===== src/rtl/sevenseg_pkg.sv =====
// Shared seven-segment glyph table (bit6=a .. bit0=g, active-high).
// The display encoder and the capture decoder both draw from these constants.
package sevenseg_pkg;
    localparam logic [6:0] SEG_0 = 7'h7E;
    localparam logic [6:0] SEG_1 = 7'h30;
    localparam logic [6:0] SEG_2 = 7'h6D;
    localparam logic [6:0] SEG_3 = 7'h79;
    localparam logic [6:0] SEG_4 = 7'h33;
    localparam logic [6:0] SEG_5 = 7'h5B;
    localparam logic [6:0] SEG_6 = 7'h5F;
    localparam logic [6:0] SEG_7 = 7'h70;
    localparam logic [6:0] SEG_8 = 7'h7F;
    localparam logic [6:0] SEG_9 = 7'h73;
    localparam logic [6:0] SEG_A = 7'h77;
    localparam logic [6:0] SEG_B = 7'h1F;
    localparam logic [6:0] SEG_C = 7'h4E;
    localparam logic [6:0] SEG_D = 7'h3D;
    localparam logic [6:0] SEG_E = 7'h4F;
    localparam logic [6:0] SEG_F = 7'h47;
endpackage


===== src/rtl/sevenseg_decode.sv =====
// Combinational inverse of the seven-segment encoder. Any pattern outside the
// sixteen glyphs (blank included) reports ok=0.
module sevenseg_decode
    import sevenseg_pkg::*;
(
    input  logic [6:0] segments,
    output logic [3:0] data,
    output logic       ok
);
    always_comb begin
        data = 4'h0;
        ok   = 1'b1;
        case (segments)
            SEG_0: data = 4'h0;
            SEG_1: data = 4'h1;
            SEG_2: data = 4'h2;
            SEG_3: data = 4'h3;
            SEG_4: data = 4'h4;
            SEG_5: data = 4'h5;
            SEG_6: data = 4'h6;
            SEG_7: data = 4'h7;
            SEG_8: data = 4'h8;
            SEG_9: data = 4'h9;
            SEG_A: data = 4'hA;
            SEG_B: data = 4'hB;
            SEG_C: data = 4'hC;
            SEG_D: data = 4'hD;
            SEG_E: data = 4'hE;
            SEG_F: data = 4'hF;
            default: ok = 1'b0;
        endcase
    end
endmodule


===== src/rtl/sevenseg_capture.sv =====
// Monitors a multiplexed seven-segment bus, decodes each digit and publishes
// the assembled hex word once every digit has read back stably.
module sevenseg_capture
    import sevenseg_pkg::*;
#(
    parameter int NDIG         = 4,
    parameter int SETTLE       = 2,
    parameter int STABLE_SCANS = 3
) (
    input  logic              clk,
    input  logic              reset,
    input  logic [6:0]        segments,
    input  logic [NDIG-1:0]   digit_en,
    output logic [4*NDIG-1:0] value,
    output logic              value_valid,
    output logic [NDIG-1:0]   digit_err
);
    localparam int DW = $clog2(SETTLE + 1);
    localparam int CW = $clog2(STABLE_SCANS + 1);

    logic [6:0]        segs_q;
    logic [NDIG-1:0]   en_q;
    logic [NDIG-1:0]   en_prev;
    logic [DW-1:0]     dwell;
    logic              one_hot;
    logic              strobe;
    logic [3:0]        dec_data;
    logic              dec_ok;
    logic [NDIG-1:0]   stable;
    logic [4*NDIG-1:0] candidate;
    logic              published;
    logic              publish;

    always_ff @(posedge clk) begin
        if (reset) begin
            segs_q  <= '0;
            en_q    <= '0;
            en_prev <= '0;
            dwell   <= '0;
        end else begin
            segs_q  <= segments;
            en_q    <= digit_en;
            en_prev <= en_q;
            if (en_q != en_prev)
                dwell <= '0;
            else if (dwell != DW'(SETTLE))
                dwell <= dwell + 1'b1;
        end
    end

    // Saturation at SETTLE keeps the strobe to one cycle per dwell.
    assign one_hot = (en_q != '0) && ((en_q & (en_q - NDIG'(1))) == '0);
    assign strobe  = one_hot && (en_q == en_prev) && (dwell == DW'(SETTLE - 1));

    sevenseg_decode u_decode (
        .segments(segs_q),
        .data    (dec_data),
        .ok      (dec_ok)
    );

    for (genvar i = 0; i < NDIG; i++) begin : g_dig
        logic [3:0]    last;
        logic [CW-1:0] cnt;
        logic          err;

        always_ff @(posedge clk) begin
            if (reset) begin
                last <= '0;
                cnt  <= '0;
                err  <= 1'b0;
            end else if (strobe && en_q[i]) begin
                if (!dec_ok) begin
                    err <= 1'b1;
                    cnt <= '0;
                end else if (dec_data == last) begin
                    if (cnt != CW'(STABLE_SCANS))
                        cnt <= cnt + 1'b1;
                end else begin
                    last <= dec_data;
                    cnt  <= CW'(1);
                end
            end
        end

        assign stable[i]          = (cnt == CW'(STABLE_SCANS));
        assign candidate[4*i +: 4] = last;
        assign digit_err[i]       = err;
    end

    // Comparing against value means an unchanged word never re-pulses.
    assign publish = (&stable) && (!published || (candidate != value));

    always_ff @(posedge clk) begin
        if (reset) begin
            value       <= '0;
            value_valid <= 1'b0;
            published   <= 1'b0;
        end else begin
            value_valid <= publish;
            if (publish) begin
                value     <= candidate;
                published <= 1'b1;
            end
        end
    end
endmodule


===== config.mk =====
export PLATFORM = sky130hd
export DESIGN_NAME = sevenseg_capture
export DESIGN_NICKNAME = d
export VERILOG_FILES = /design/src/rtl/sevenseg_pkg.sv /design/src/rtl/sevenseg_decode.sv /design/src/rtl/sevenseg_capture.sv
export SDC_FILE = /design/constraint.sdc
export NUM_CORES = 1
export LEC_CHECK = 0
export BUFFER_PORTS_ARGS = -buffer_cell sky130_fd_sc_hd__buf_4
export CAP_MARGIN = 10
export CORE_MARGIN = 5
export CORE_UTILIZATION = 40
export DETAILED_ROUTE_END_ITERATION = 10
export SYNTH_ARGS = -nofsm -noshare
export SYNTH_HDL_FRONTEND = slang
export SYNTH_SLANG_ARGS = --single-unit

===== constraint.sdc =====
create_clock -name clk -period 2.7 [get_ports clk]
set_clock_uncertainty 0.1 [all_clocks]
set_input_delay 0.405 -clock clk [delete_from_list [all_inputs] [get_ports clk]]
set_output_delay 0.405 -clock clk [all_outputs]
set_load 0.01 [all_outputs]

* Word-level counts from Yosys, hierarchy flattened
Index checks and enable logic that the tools add are counted.
** Word-level totals
- Bits in registers :: 63
- Input bits :: 13
- Word-level logic and storage cells :: 109
** Cells by class
- $add $sub $neg :: 6
- Equality and inequality tests :: 37
- Mux-type cells :: 14
- Bitwise operators :: 6
- Reductions and logical operators :: 27
** Operators with widths (number)
- equality test 7 bit, second input constant :: 12
- case mux 4 bit (15 select lines) :: 1
- 2-to-1 mux 2 bit :: 12
- equality test 7 x 6 -> 1 bit, second input constant :: 3
- equality test 4 bit :: 5
- inequality test 16 bit :: 1
- AND reduction 2 bit :: 8
- OR reduction 16 bit :: 1
- inequality test 3 x 2 -> 1 bit, second input constant :: 4
- AND reduction 3 bit :: 4
- adder 2 x 1 -> 2 bit, second input constant :: 5
- inequality test 2 bit, second input constant :: 5
- equality test 2 bit, second input constant :: 4
- logical AND 1 bit :: 8
- equality test 7 x 5 -> 1 bit, second input constant :: 1
- inverter 1 bit :: 5
- AND 4 bit :: 1
- logical NOT 4 bit :: 1
- inequality test 4 bit :: 1
- AND reduction 4 bit :: 1
- nonzero test 4 bit :: 1
- subtractor 4 x 1 -> 4 bit, second input constant :: 1
- equality test 2 x 1 -> 1 bit, second input constant :: 1
- OR reduction 2 bit :: 1
- 3 further kinds :: 3

* Longest topological paths before layout
Gate-level depths: netlist (run 1).
- Word-level depth :: 8
- Mapped depth :: 9

* By module
From an unflattened synthesis (run 1), not the netlist that was laid out.
** Unflattened totals
- Cell total of the unflattened synthesis :: 403
- Area total of the unflattened synthesis :: 3548.4 µm²
** Modules (own cells, without submodules)
- sevenseg_capture :: times used 1, cells each 358, area each 3239.4 µm², sequential area each 1261.2 µm²
- sevenseg_decode :: times used 1, cells each 45, area each 309.0 µm², sequential area each 0.0 µm²

* Worst setup path before layout (run 1)
Ideal clock, no wire load.
- Path type :: flip-flop to flip-flop
- Start :: register segs_q[5]
- End :: register g_dig[2].last[3]
- Library setup time :: 0.070 ns
- Arrival :: 2.246 ns
- Data required time :: 2.530 ns
- Slack :: 0.283 ns
- Cell stages (with the launch flop) :: 10
- Path buffers :: 2
- Period minus slack after synthesis :: 2.417 ns
- Cells stage by stage :: dfxtp_1 -> buf_2 -> and4b_1 -> o31a_1 -> or3_1 -> buf_2 -> xor2_1 -> nor4_4 -> or3_1 -> a21oi_1
** On the way
- Word-level cells in the longest chain between the ends :: 5
- Elaborated cells between the ends (all ways) :: 22
** Ends and longest elaborated chain
- start: declaration :: RTL line sevenseg_capture.sv:21 : logic [6:0] segs_q;
- start signal: assignment :: RTL line sevenseg_capture.sv:41 : segs_q <= segments;
- equality test 7 bit (tied with other cells) :: RTL line sevenseg_decode.sv:13 : case (segments)
- case mux 4 bit (15 select lines) :: RTL line sevenseg_decode.sv:13
- equality test 4 bit :: RTL line sevenseg_capture.sv:75 : end else if (dec_data == last) begin
- inverter 1 bit (no line)
- AND reduction 3 bit (no line)
- end signal: assignment :: RTL line sevenseg_capture.sv:79 : last <= dec_data;
- end: declaration :: RTL line sevenseg_capture.sv:62 : logic [3:0] last;
Parallel ways exist; a longest one is shown, timed or not.
A chain may end at the register's enable or synchronous reset.

* Worst setup path in the final report (run 1)
- Start :: register segs_q[5]
- End :: register g_dig[1].cnt[0]
** On the way
- Word-level cells in the longest chain between the ends :: 5
- Elaborated cells between the ends (all ways) :: 24
** Ends and longest elaborated chain
- equality test 7 bit (tied with other cells) :: RTL line sevenseg_decode.sv:13
- case mux 4 bit (15 select lines) or OR reduction 16 bit (tied branches)
- equality test 4 bit or 2-to-1 mux 1 bit (tied branches) :: RTL line sevenseg_capture.sv:75, sevenseg_decode.sv:13
- inequality test 3 x 2 -> 1 bit (no line) or 2-to-1 mux 2 bit (tied branches)
- AND reduction 2 bit (no line) or 2-to-1 mux 2 bit (tied branches)
- end signal: assignment :: RTL line sevenseg_capture.sv:77 : cnt <= cnt + 1'b1;
- end: declaration :: RTL line sevenseg_capture.sv:63 : logic [CW-1:0] cnt;
Parallel ways exist; a longest one is shown, timed or not.

==> summary.txt, run 1 <==
Clocking
  • Bufs on Longest Clock Path: 2
  • CTS root buf: clkbuf_8
  • Sink Count: between 60 and 70
  • Register clock-pin slew on the reported worst setup and hold paths: ~70 ps
  • H-tree depth: 3
  • CTS buffer count: 9
  • Clock latency on the worst-skew pair: 350 ps
  • CTS tree: yes
  • CTS hold repair buffers: 0

Finish
  • Nets@finish: 417
  • Number of fillers in the final layout: between 700 and 800
  • Final instance area: 3870 um2
  • Share of cells above drive strength 1: 20.9%
  • ANT cells: 0
  • Layout area overhead: 21.2%
  • Fin cells: about 500
  • Util after Layout: 49.8%

Timing
  • Max-slew violations: 0
  • Fin. Hold Viols: 0
  • Worst slew pin tran: around 640 ps
  • Tcrit/Tclk final: between 90% and 100%
  • Peak Freq: ~0.38 GHz
  • Max-slew headroom: 57.5%
  • Fin crit period: 2660 ps
  • # setup viols final: 0

Route
  • Drt first pass iters: 4
  • Antenna-violating nets left: 0
  • WL per Instance: 14.0 um
  • Number of remaining DRC errors: 0
  • Initial DRC count: between 100 and 150
  • Vias per cell: slightly above 5
  • Vias: 2,607
  • Drt total wl: ~7000 um

Floorplan
  • Die Span X: between 90 and 100 um
  • Ports: 34
  • Starting Density: ~40%
  • Die area: between 9000 and 10,000 um2
  • Die H: slightly below 100 um
  • # rows: 32
  • Core Area: slightly below 8000 um2

Setup path
  • Slowest cell delay on critical path: 460 ps
  • Crit path max-delay cell type: a211oi_1
  • Worst setup EP type: flip-flop
  • CP max FO: 9
  • Critical Path RT: approximately 2800 ps
  • Crit Path Class: flip-flop to flip-flop
  • Crit path DAT: between 2000 and 3000 ps
  • Crit-path cells: buf_4 -> or3b_1 -> a211oi_1 -> a211oi_4 -> buf_4 -> xnor2_1 -> nor4_2 -> o21ai_0 -> nor4b_1
  • Setup crit start kind: flip-flop
  • Most Frequent Cell on Critical Path: buf_4

Synthesis
  • Mapped Cells: between 300 and 400
  • Mapped Area: about 3200 um2
  • Post-synthesis sequential area ratio: roughly 40%
  • Share of the synthesized area in the top cell type: 39.5%
  • Most frequently used cell type in the post-synthesis netlist: dfxtp_1
  • Number of synthesized flops with an enable pin: 0
  • Post-synthesis cell type count: 55
  • YS warnings: 0
  • Main flop type after synthesis: dfxtp_1
  • Asr flop ratio synth: 0%
  • Area leader, netlist: dfxtp_1
  • Synth area leaders: dfxtp_1, xor2_1, nor2_1, xnor2_1, nand2_1
  • Seq cells post-synth: 63
  • Mean Syn Cell Area: ~8.8 um2
  • Syn_nets: approximately 380
  • Top cells by count, synth: dfxtp_1, nor2_1, nand2_1, xor2_1, a21oi_1

Pwr
  • Combinational fraction of design power: around 5.5%
  • Pint: between 1500 and 2000 uW
  • Sequential Power Share: roughly half
  • Max IR drop VDD: 0.000260 V
  • Switching fraction of total power: around 22%
  • Final Power: around 2000 uW
  • Net switching power: roughly 430 uW
  • Clk network pwr share: a little under half
  • PD cells: slightly above 500 nW/um2
  • P_leak: around 0.0016 uW

Global route
  • Vias in the first global route: 2,537
  • Gr ovfl total: 0
  • GR peak layer: met2
  • Grt met3 use: under 10%
  • Global routing usage on met2: about a quarter
  • Initial antenna violation count: 0
  • Total global routing track utilization: between 10 and 15%
  • Largest net degree at the start of global routing: 63
  • Global-route wire length before repair: 11,800 um
  • GR Util met1: a little under a fifth

Flow run
  • Max-cap viol count: 0

Place
  • Gpl congestion: 0.841
  • Port Buffers: 33
  • Area of placed instances: between 3000 and 4000 um2
  • Placed cells: 485
  • Post-DP HPWL: between 4000 and 5000 um

Hold path
  • Min-delay worst type: input port to flip-flop

Status
  • Status: complete, no violations
-- cell usage in the layout (no fill, tap or decap), drive strengths merged, types with 5 or more instances in the layout --
master	count
nor4	8
nand2	32
nor2	42
a211oi	9
a21oi	24
o21ai	10
buf	50
nor3b	5
xor2	24
mux2i	11
clkbuf	11
nand3	8
ha	6
nand4	6
nor2b	18
inv	5
dfxtp	63
xnor2	15
-- sequential cells by signal (all words and copies together) (netlist names) --
name and flops:
g_dig.last 16, value 16, g_dig.cnt 8, segs_q 7, en_prev 4, en_q 4
g_dig.err 4, dwell 2, published 1, value_valid 1
-- per-stage QoR --
step / TNS [ps] / setup WS [ps] / hold WS (ps)
global placement: -161 / -82.7 / 358
finish: 0 / 37.2 / 164
global route: -120 / -48.8 / 162
floorplan: 0 / 283 / 340
CTS: -19.9 / -13.3 / 152
detailed placement: -180 / -80.6 / 364
-- power groups by stage --
| stage | clock, uW | sequential [uW] | combinational, uW |
|---|---|---|---|
| after floorplan | 0 | 972 | 77.9 |
| after global placement | 0 | 981 | 101 |
| after detailed placement | 0 | 982 | 102 |
| after CTS | 909 | 961 | 104 |
| after global routing | 957 | 964 | 118 |
| final | 890 | 962 | 107 |
-- final timing paths --
check                            start                           end  slack [ps]  cells after the start
min reg2reg  g_dig[0].err$_SDFFE_PP0P_     g_dig[0].err$_SDFFE_PP0P_         380                      2
max reg2reg       segs_q[5]$_SDFF_PP0_  g_dig[1].cnt[0]$_SDFFE_PP0P_          40                      9
min                        digit_en[3]            en_q[3]$_SDFF_PP0_         160                      2
max               segs_q[5]$_SDFF_PP0_  g_dig[1].cnt[0]$_SDFFE_PP0P_          40                      9
-- critical path, delay by kind of cell (launching register included) --
family,cells,cell delay [ps]
AO/OA/AOI/OAI,3,740
AND/OR/NAND/NOR,3,810
XOR/XNOR,1,120
buffers and inverters,2,360
flip-flops,1,380
-- cells by family (layout without fill, tap and decap cells) --
logic type / after synthesis / after routing / share of synthesized area, %
AND/OR/NAND/NOR: 155 / 155 / 27.3
flip-flops: 63 / 63 / 39.5
AO/OA/AOI/OAI: 58 / 58 / 12.0
XOR/XNOR: 39 / 39 / 10.7
buffers and inverters: 32 / 70 / 4.78
multiplexers: 11 / 11 / 3.45
adder cells (fa/ha/maj): 6 / 6 / 2.35
-- metal layers --
layer	wire length [um]	vias to the layer above
met5	0	-
met4	172	0
met3	161	13
met2	3450	34
met1	3260	1228
li1	-	1332
-- timing repair --
action / 4_1_cts / 5_1_grt
buffers inserted: 0 / 4
resized for setup: 4 / 16
pin swaps: 0 / 8
hold endpoints to repair: 0 / 0
endpoints found under the setup margin: 6 / 19
-- final cells by class --
cell class	count	area, um2	area share (%)
Tap cell	102	128	3.30
Timing Repair Buffer	50	379	9.79
Clock inverter	4	70.1	1.81
Multi-Input combinational cell	269	1870	48.3
Sequential cell	63	1260	32.7
Clock buffer	11	141	3.65
Inverter	5	18.8	0.485
No activity file was read; power rests on OpenSTA's default activity.
==> run 2, diff against run 1 <==
CTS_BUF_LIST = sky130_fd_sc_hd__clkbuf_16   (was not set)
SLEW_MARGIN = 20   (was not set)
==> summary.txt, run 2 (synthesized netlist as in run 1, its figures left out) <==
Setup path
  • CP max FO: 12 (+3)
  • Slowest cell delay on critical path: 460 ps (about the same)
  • Crit path max-delay cell type: a211oi_1
  • Critical Path RT: 2780 ps (-20 ps)
  • Crit path DAT: 2710 ps (-50 ps)
  • Crit Path Class: flip-flop to flip-flop
  • Setup crit start kind: flip-flop
  • Crit-path cells: buf_6 -> or3b_1 -> a211oi_1 -> a211oi_4 -> buf_4 -> xnor2_1 -> nor4_2 -> o21ai_0 -> nor4b_1
  • Worst setup EP type: flip-flop

Route
  • DR WL met3: 127 um (-21%)
  • Vias: 2,593 (-0.54%)
  • Drt first pass iters: 4 (unchanged)
  • Drt total wl: 6990 um (-0.81%)
  • Number of remaining DRC errors: 0 (unchanged)
  • Vias per cell: 5.16 (-0.34%)
  • Initial DRC count: 143 (+5.1%)
  • Antenna-violating nets left: 0 (unchanged)
  • Routed met2 length: 3440 um (-0.29%)
  • Metal1 wirelength: 3240 um (-0.52%)
  • WL per Instance: 13.9 um (-0.61%)
  • DR top layer: met4

Timing
  • Fin. Hold Viols: 0 (unchanged)
  • Final hold slack: 189 ps (+24.3 ps)
  • Peak Freq: 0.379 GHz (+1.1%)
  • Worst slew pin tran: 632 ps (-5.60 ps)
  • Max-slew headroom: 57.9% (+0.37 points)
  • Setup WS post-layout: 64.9 ps (+27.7 ps)
  • Tcrit/Tclk final: 97.6% (-1.0 points)
  • Max-slew violations: 0 (unchanged)
  • # setup viols final: 0 (unchanged)
  • Fin crit period: 2640 ps (-27.7 ps)

Floorplan
  • Ports: 34 (unchanged)
  • # rows: 32 (unchanged)
  • Die Span X: 99.3 um (unchanged)
  • Die area: 9870 um2 (unchanged)
  • Die H: 99.3 um (unchanged)
  • Starting Density: 41.1% (unchanged)
  • Core Area: 7770 um2 (unchanged)

Global route
  • Vias in the first global route: 2,506 (-1.2%)
  • Gr ovfl total: 0 (unchanged)
  • Total global routing track utilization: 14.6% (-0.23 points)
  • Global-route wire length before repair: 11,800 um (+0.18%)
  • Initial antenna violation count: 0 (unchanged)
  • Largest net degree at the start of global routing: 63 (unchanged)

Pwr
  • Max IR drop VDD: 0.000335 V (+29%)
  • P_leak: 0.00164 uW (+3.2%)
  • Final Power: 2250 uW (+15%)
  • PD cells: 568 nW/um2 (+12%)

Place
  • Area of placed instances: 3530 um2 (unchanged)
  • Gpl congestion: 0.841 (unchanged)
  • Place WS: -80.6 ps (unchanged)
  • Post-DP HPWL: 4770 um (unchanged)
  • Placed cells: 485 (unchanged)
  • Port Buffers: 33 (unchanged)

Status
  • Status: complete, no violations

Finish
  • Final instance area: 3970 um2 (+2.5%)
  • Biggest regs: g_dig.last: 16 flops, value: 16 flops, g_dig.cnt: 8 flops
  • Share of cells above drive strength 1: 20.7% (-0.20 points)
  • Register area: 1260 um2 (unchanged)
  • Area of the multi-input gates: 1880 um2 (+0.40%)
  • Fin cells: 503 (-0.20%)
  • ANT cells: 0 (unchanged)
  • Nets@finish: 416 (-0.24%)
  • Commonest non-fill, non-tap cell in the layout: dfxtp_1
  • Layout area overhead: 24.2%
  • Most frequent cells in the layout: dfxtp_1, buf_4, nor2_1, nand2_1, xor2_1
  • Number of fillers in the final layout: 739 (-1.5%)

Clocking
  • CTS buffer count: 9 (unchanged)
  • Bufs on Longest Clock Path: 2 (unchanged)
  • H-tree depth: 3 (unchanged)
  • CTS root buf: clkbuf_16
  • Register clock-pin slew on the reported worst setup and hold paths: 50 ps (-20 ps)
  • CTS tree: yes
  • Clock latency on the worst-skew pair: 320 ps (-30 ps)
  • Sink Count: 63 (unchanged)

Flow run
  • Max-cap viol count: 0 (unchanged)

Hold path
  • Min-delay worst type: input port to flip-flop
==> run 2: final cells by class <==
class	instances	area share, %
multi-input combinational	269	47.3
sequential	63	31.9
timing repair buffer	49	9.46
clock buffer	9	5.68
tap	102	3.22
clock inverter	6	1.96
inverter	5	0.473
==> run 2: per-stage QoR <==
stage	TNS, ps	util, %
2_1_floorplan	0	-
3_3_place_gp	-161	45.5
3_5_place_dp	-180	45.5
4_1_cts	-14.4	49.7
5_1_grt	-10.0	51.1
6_report	0	51.1
==> run 2: what timing repair did <==
item,CTS,global route
hold buffers,0,0
buffers inserted,0,3
gates resized for setup,4,18
setup endpoints to repair,5,20
pin swaps,0,8
==> run 2: path summary, 6_finish.rpt <==
path                                                     end                      start  cells past startpoint  slack [ps]
worst min register to register     g_dig[0].err$_SDFFE_PP0P_  g_dig[0].err$_SDFFE_PP0P_                      2         380
worst min-delay path                      en_q[3]$_SDFF_PP0_                digit_en[3]                      2         190
worst max-delay path            g_dig[1].cnt[0]$_SDFFE_PP0P_       segs_q[6]$_SDFF_PP0_                      9          60
worst max register to register  g_dig[1].cnt[0]$_SDFFE_PP0P_       segs_q[6]$_SDFF_PP0_                      9          60
==> run 2: layer usage <==
metal,global-route usage [%],vias to the layer above
li1,-,1333
met1,18.4,1221
met2,24.5,25
met3,1.89,14
met4,7.25,0
met5,0,-
==> run 2: power by group <==
group          switching [uW]  internal, uW
clock network             391           791
logic                    55.0          52.7
registers                19.3           945
total                     466          1790
==> run 2: critical path: cells and delay by family (launching register included) <==
kind                   cells  cell delay, ps
AND/OR/NAND/NOR            3             830
buffers and inverters      2             340
AO/OA/AOI/OAI              3             750
flip-flops                 1             340
XOR/XNOR                   1             130
==> run 3, diff against run 2 <==
SYNTH_HIERARCHICAL = 1   (was not set)
==> summary.txt, run 3 <==
Timing
  • Worst slew pin tran: 590 ps (-42.1 ps)
  • # setup viols final: 0 (unchanged)
  • Max-slew violations: 0 (unchanged)
  • Tcrit/Tclk final: 94.4% (-3.2 points)
  • Setup WS post-layout: 151 ps (+85.7 ps)
  • Fin. Hold Viols: 0 (unchanged)
  • Peak Freq: 0.392 GHz (+3.4%)
  • Fin crit period: 2550 ps (-85.7 ps)
  • Max-slew headroom: 60.6% (+2.8 points)

Global route
  • Total global routing track utilization: 15.2% (+0.62 points)
  • Vias in the first global route: 2,801 (+12%)
  • Largest net degree at the start of global routing: 37 (-41%)
  • Initial antenna violation count: 0 (unchanged)
  • Gr ovfl total: 0 (unchanged)
  • Global-route wire length before repair: 13,800 um (+17%)

Synthesis
  • YS warnings: 6 (+6)
  • Seq cells post-synth: 63 (unchanged)
  • Area leader, netlist: dfxtp_1
  • Post-synthesis cell type count: 59 (+7.3%)
  • Number of synthesized flops with an enable pin: 0 (unchanged)
  • Mapped Area: 3550 um2 (+11%)
  • Most frequently used cell type in the post-synthesis netlist: dfxtp_1
  • Synth area leaders: dfxtp_1, xnor2_1, nand3_1, nand4_1, a32oi_1
  • Mean Syn Cell Area: 8.80 um2 (+0.37%)
  • Mapped Cells: 403 (+11%)
  • Share of the synthesized area in the top cell type: 35.5% (-4.0 points)
  • Syn_nets: 422 (+10%)
  • Top cells by count, synth: dfxtp_1, nand3_1, nor2_1, xnor2_1, nand4_1
  • Post-synthesis sequential area ratio: 35.5% (-4.0 points)
  • Main flop type after synthesis: dfxtp_1
  • Asr flop ratio synth: 0% (unchanged)

Finish
  • Final instance area: 4180 um2 (+5.5%)
  • Number of fillers in the final layout: 867 (+17%)
  • Register area: 1260 um2 (unchanged)
  • Fin cells: 542 (+7.8%)
  • Area of the multi-input gates: 2100 um2 (+12%)
  • Commonest non-fill, non-tap cell in the layout: dfxtp_1
  • Nets@finish: 449 (+7.9%)
  • Most frequent cells in the layout: dfxtp_1, buf_4, nand3_1, nor2_1, xnor2_1
  • Layout area overhead: 17.9%
  • Biggest regs: g_dig.last: 16 flops, value: 16 flops, g_dig.cnt: 8 flops
  • Util after Layout: 48.2% (-2.9 points)
  • Share of cells above drive strength 1: 18.9% (-1.8 points)
  • ANT cells: 0 (unchanged)

Setup path
  • Crit Path Class: flip-flop to flip-flop
  • Setup crit start kind: flip-flop
  • Critical Path RT: 2870 ps (+90 ps)
  • Crit path DAT: 2720 ps (about the same)
  • CP max FO: 9 (-3)
  • Worst setup EP type: flip-flop

Flow run
  • Max-cap viol count: 0 (unchanged)

Place
  • Gpl congestion: 0.839 (-0.29%)
  • Post-DP HPWL: 5660 um (+19%)
  • Area of placed instances: 3890 um2 (+10%)
  • Place WS: 64.0 ps (+145 ps)
  • Port Buffers: 33 (unchanged)
  • Placed cells: 526 (+8.5%)

Pwr
  • P_leak: 0.00168 uW (+2.2%)
  • Pint: 1690 uW (-5.4%)
  • Final Power: 2170 uW (-3.9%)
  • Clk network pwr share: 50.0% (-2.5 points)
  • Max IR drop VDD: 0.000250 V (-26%)
  • Switching fraction of total power: 21.9% (+1.2 points)
  • PD cells: 518 nW/um2 (-8.9%)
  • Combinational fraction of design power: 5.4% (+0.6 points)
  • Sequential Power Share: 44.6% (+1.8 points)
  • Net switching power: 474 uW (+1.7%)

Route
  • Number of remaining DRC errors: 0 (unchanged)
  • Drt total wl: 8200 um (+17%)
  • Antenna-violating nets left: 0 (unchanged)
  • Vias: 2,989 (+15%)
  • Vias per cell: 5.51 (+7.0%)
  • Drt first pass iters: 4 (unchanged)
  • WL per Instance: 15.1 um (+8.9%)
  • Initial DRC count: 134 (-6.3%)

Floorplan
  • Die area: 10,900 um2 (+10%)
  • # rows: 34 (+6.3%)
  • Core Area: 8680 um2 (+12%)
  • Ports: 34 (unchanged)
  • Starting Density: 40.9% (-0.22 points)
  • Die H: 104 um (+4.9%)
  • Die Span X: 104 um (+4.9%)

Status
  • Status: complete, no violations

Hold path
  • Min-delay worst type: input port to flip-flop

Clocking
  • Clock latency on the worst-skew pair: 330 ps (about the same)
  • CTS root buf: clkbuf_16
  • Bufs on Longest Clock Path: 2 (unchanged)
  • CTS tree: yes
  • H-tree depth: 3 (unchanged)
  • Sink Count: 63 (unchanged)
  • CTS buffer count: 9 (unchanged)
  • Register clock-pin slew on the reported worst setup and hold paths: 50 ps (about the same)
## run 3: power by group through the flow
stage               Sequential [uW]  Clock [uW]  Combinational (uW)
floorplan                       973           0                93.1
global placement                984           0                 114
detailed placement              985           0                 116
CTS                             966        1110                 117
global route                    969        1140                 129
finish                          967        1080                 117
## run 3: cell type report
cell class,instances,share of cell area [%]
Clock inverter,6,1.26
Sequential cell,63,30.2
Clock buffer,9,5.38
Tap cell,108,3.23
Inverter,7,0.628
Multi-Input combinational cell,298,50.1
Timing Repair Buffer,51,9.15
## run 3: what timing repair did
item	4_1_cts	5_1_grt
endpoints found under the hold margin	0	0
buffers inserted	0	1
gates resized for setup	0	4
hold buffers	0	0
endpoints found under the setup margin	0	7
## run 3: cells by family (layout without fill, tap and decap cells)
logic type               Yosys count  count (layout)  share of synthesized area (%)
adder cells (fa/ha/maj)            6               6                           2.12
multiplexers                      13              13                           3.67
AO/OA/AOI/OAI                     58              58                           12.2
buffers and inverters             42              73                           5.68
flip-flops                        63              63                           35.5
AND/OR/NAND/NOR                  182             182                           30.7
XOR/XNOR                          39              39                           10.0
## run 3: worst max-delay path: stages, from the launching register on
cell     delay (ps)
dfxtp_1         470
o21ai_0         150
a32o_1          270
a221o_1         450
xor2_1          200
nor4_1          350
buf_4           190
and4b_1         200
a22o_1          120
## run 3: final timing paths
path / startpoint / to / slack, ps / cells past startpoint
max reg2reg: segs_q[0]$_SDFF_PP0_ / g_dig[2].cnt[1]$_SDFFE_PP0P_ / 150 / 8
min reg2reg: published$_SDFFE_PP0P_ / published$_SDFFE_PP0P_ / 350 / 2
max: segs_q[0]$_SDFF_PP0_ / g_dig[2].cnt[1]$_SDFFE_PP0P_ / 150 / 8
min: segments[2] / segs_q[2]$_SDFF_PP0_ / 190 / 2
## run 3: layer usage
metal / vias up / global-route usage (%) / routed length [um]
li1: 1507 / - / -
met1: 1431 / 20.6 / 3990
met2: 39 / 23.7 / 3860
met3: 12 / 2.92 / 211
met4: 0 / 6.29 / 135
met5: - / 0 / 0
## run 3: per-stage QoR
stage | TNS (ps) | hold WS (ps)
6_report | 0 | 190
5_1_grt | -3.12 | 184
4_1_cts | 0 | 181
3_5_place_dp | 0 | 343
3_3_place_gp | 0 | 336
2_1_floorplan | 0 | 326
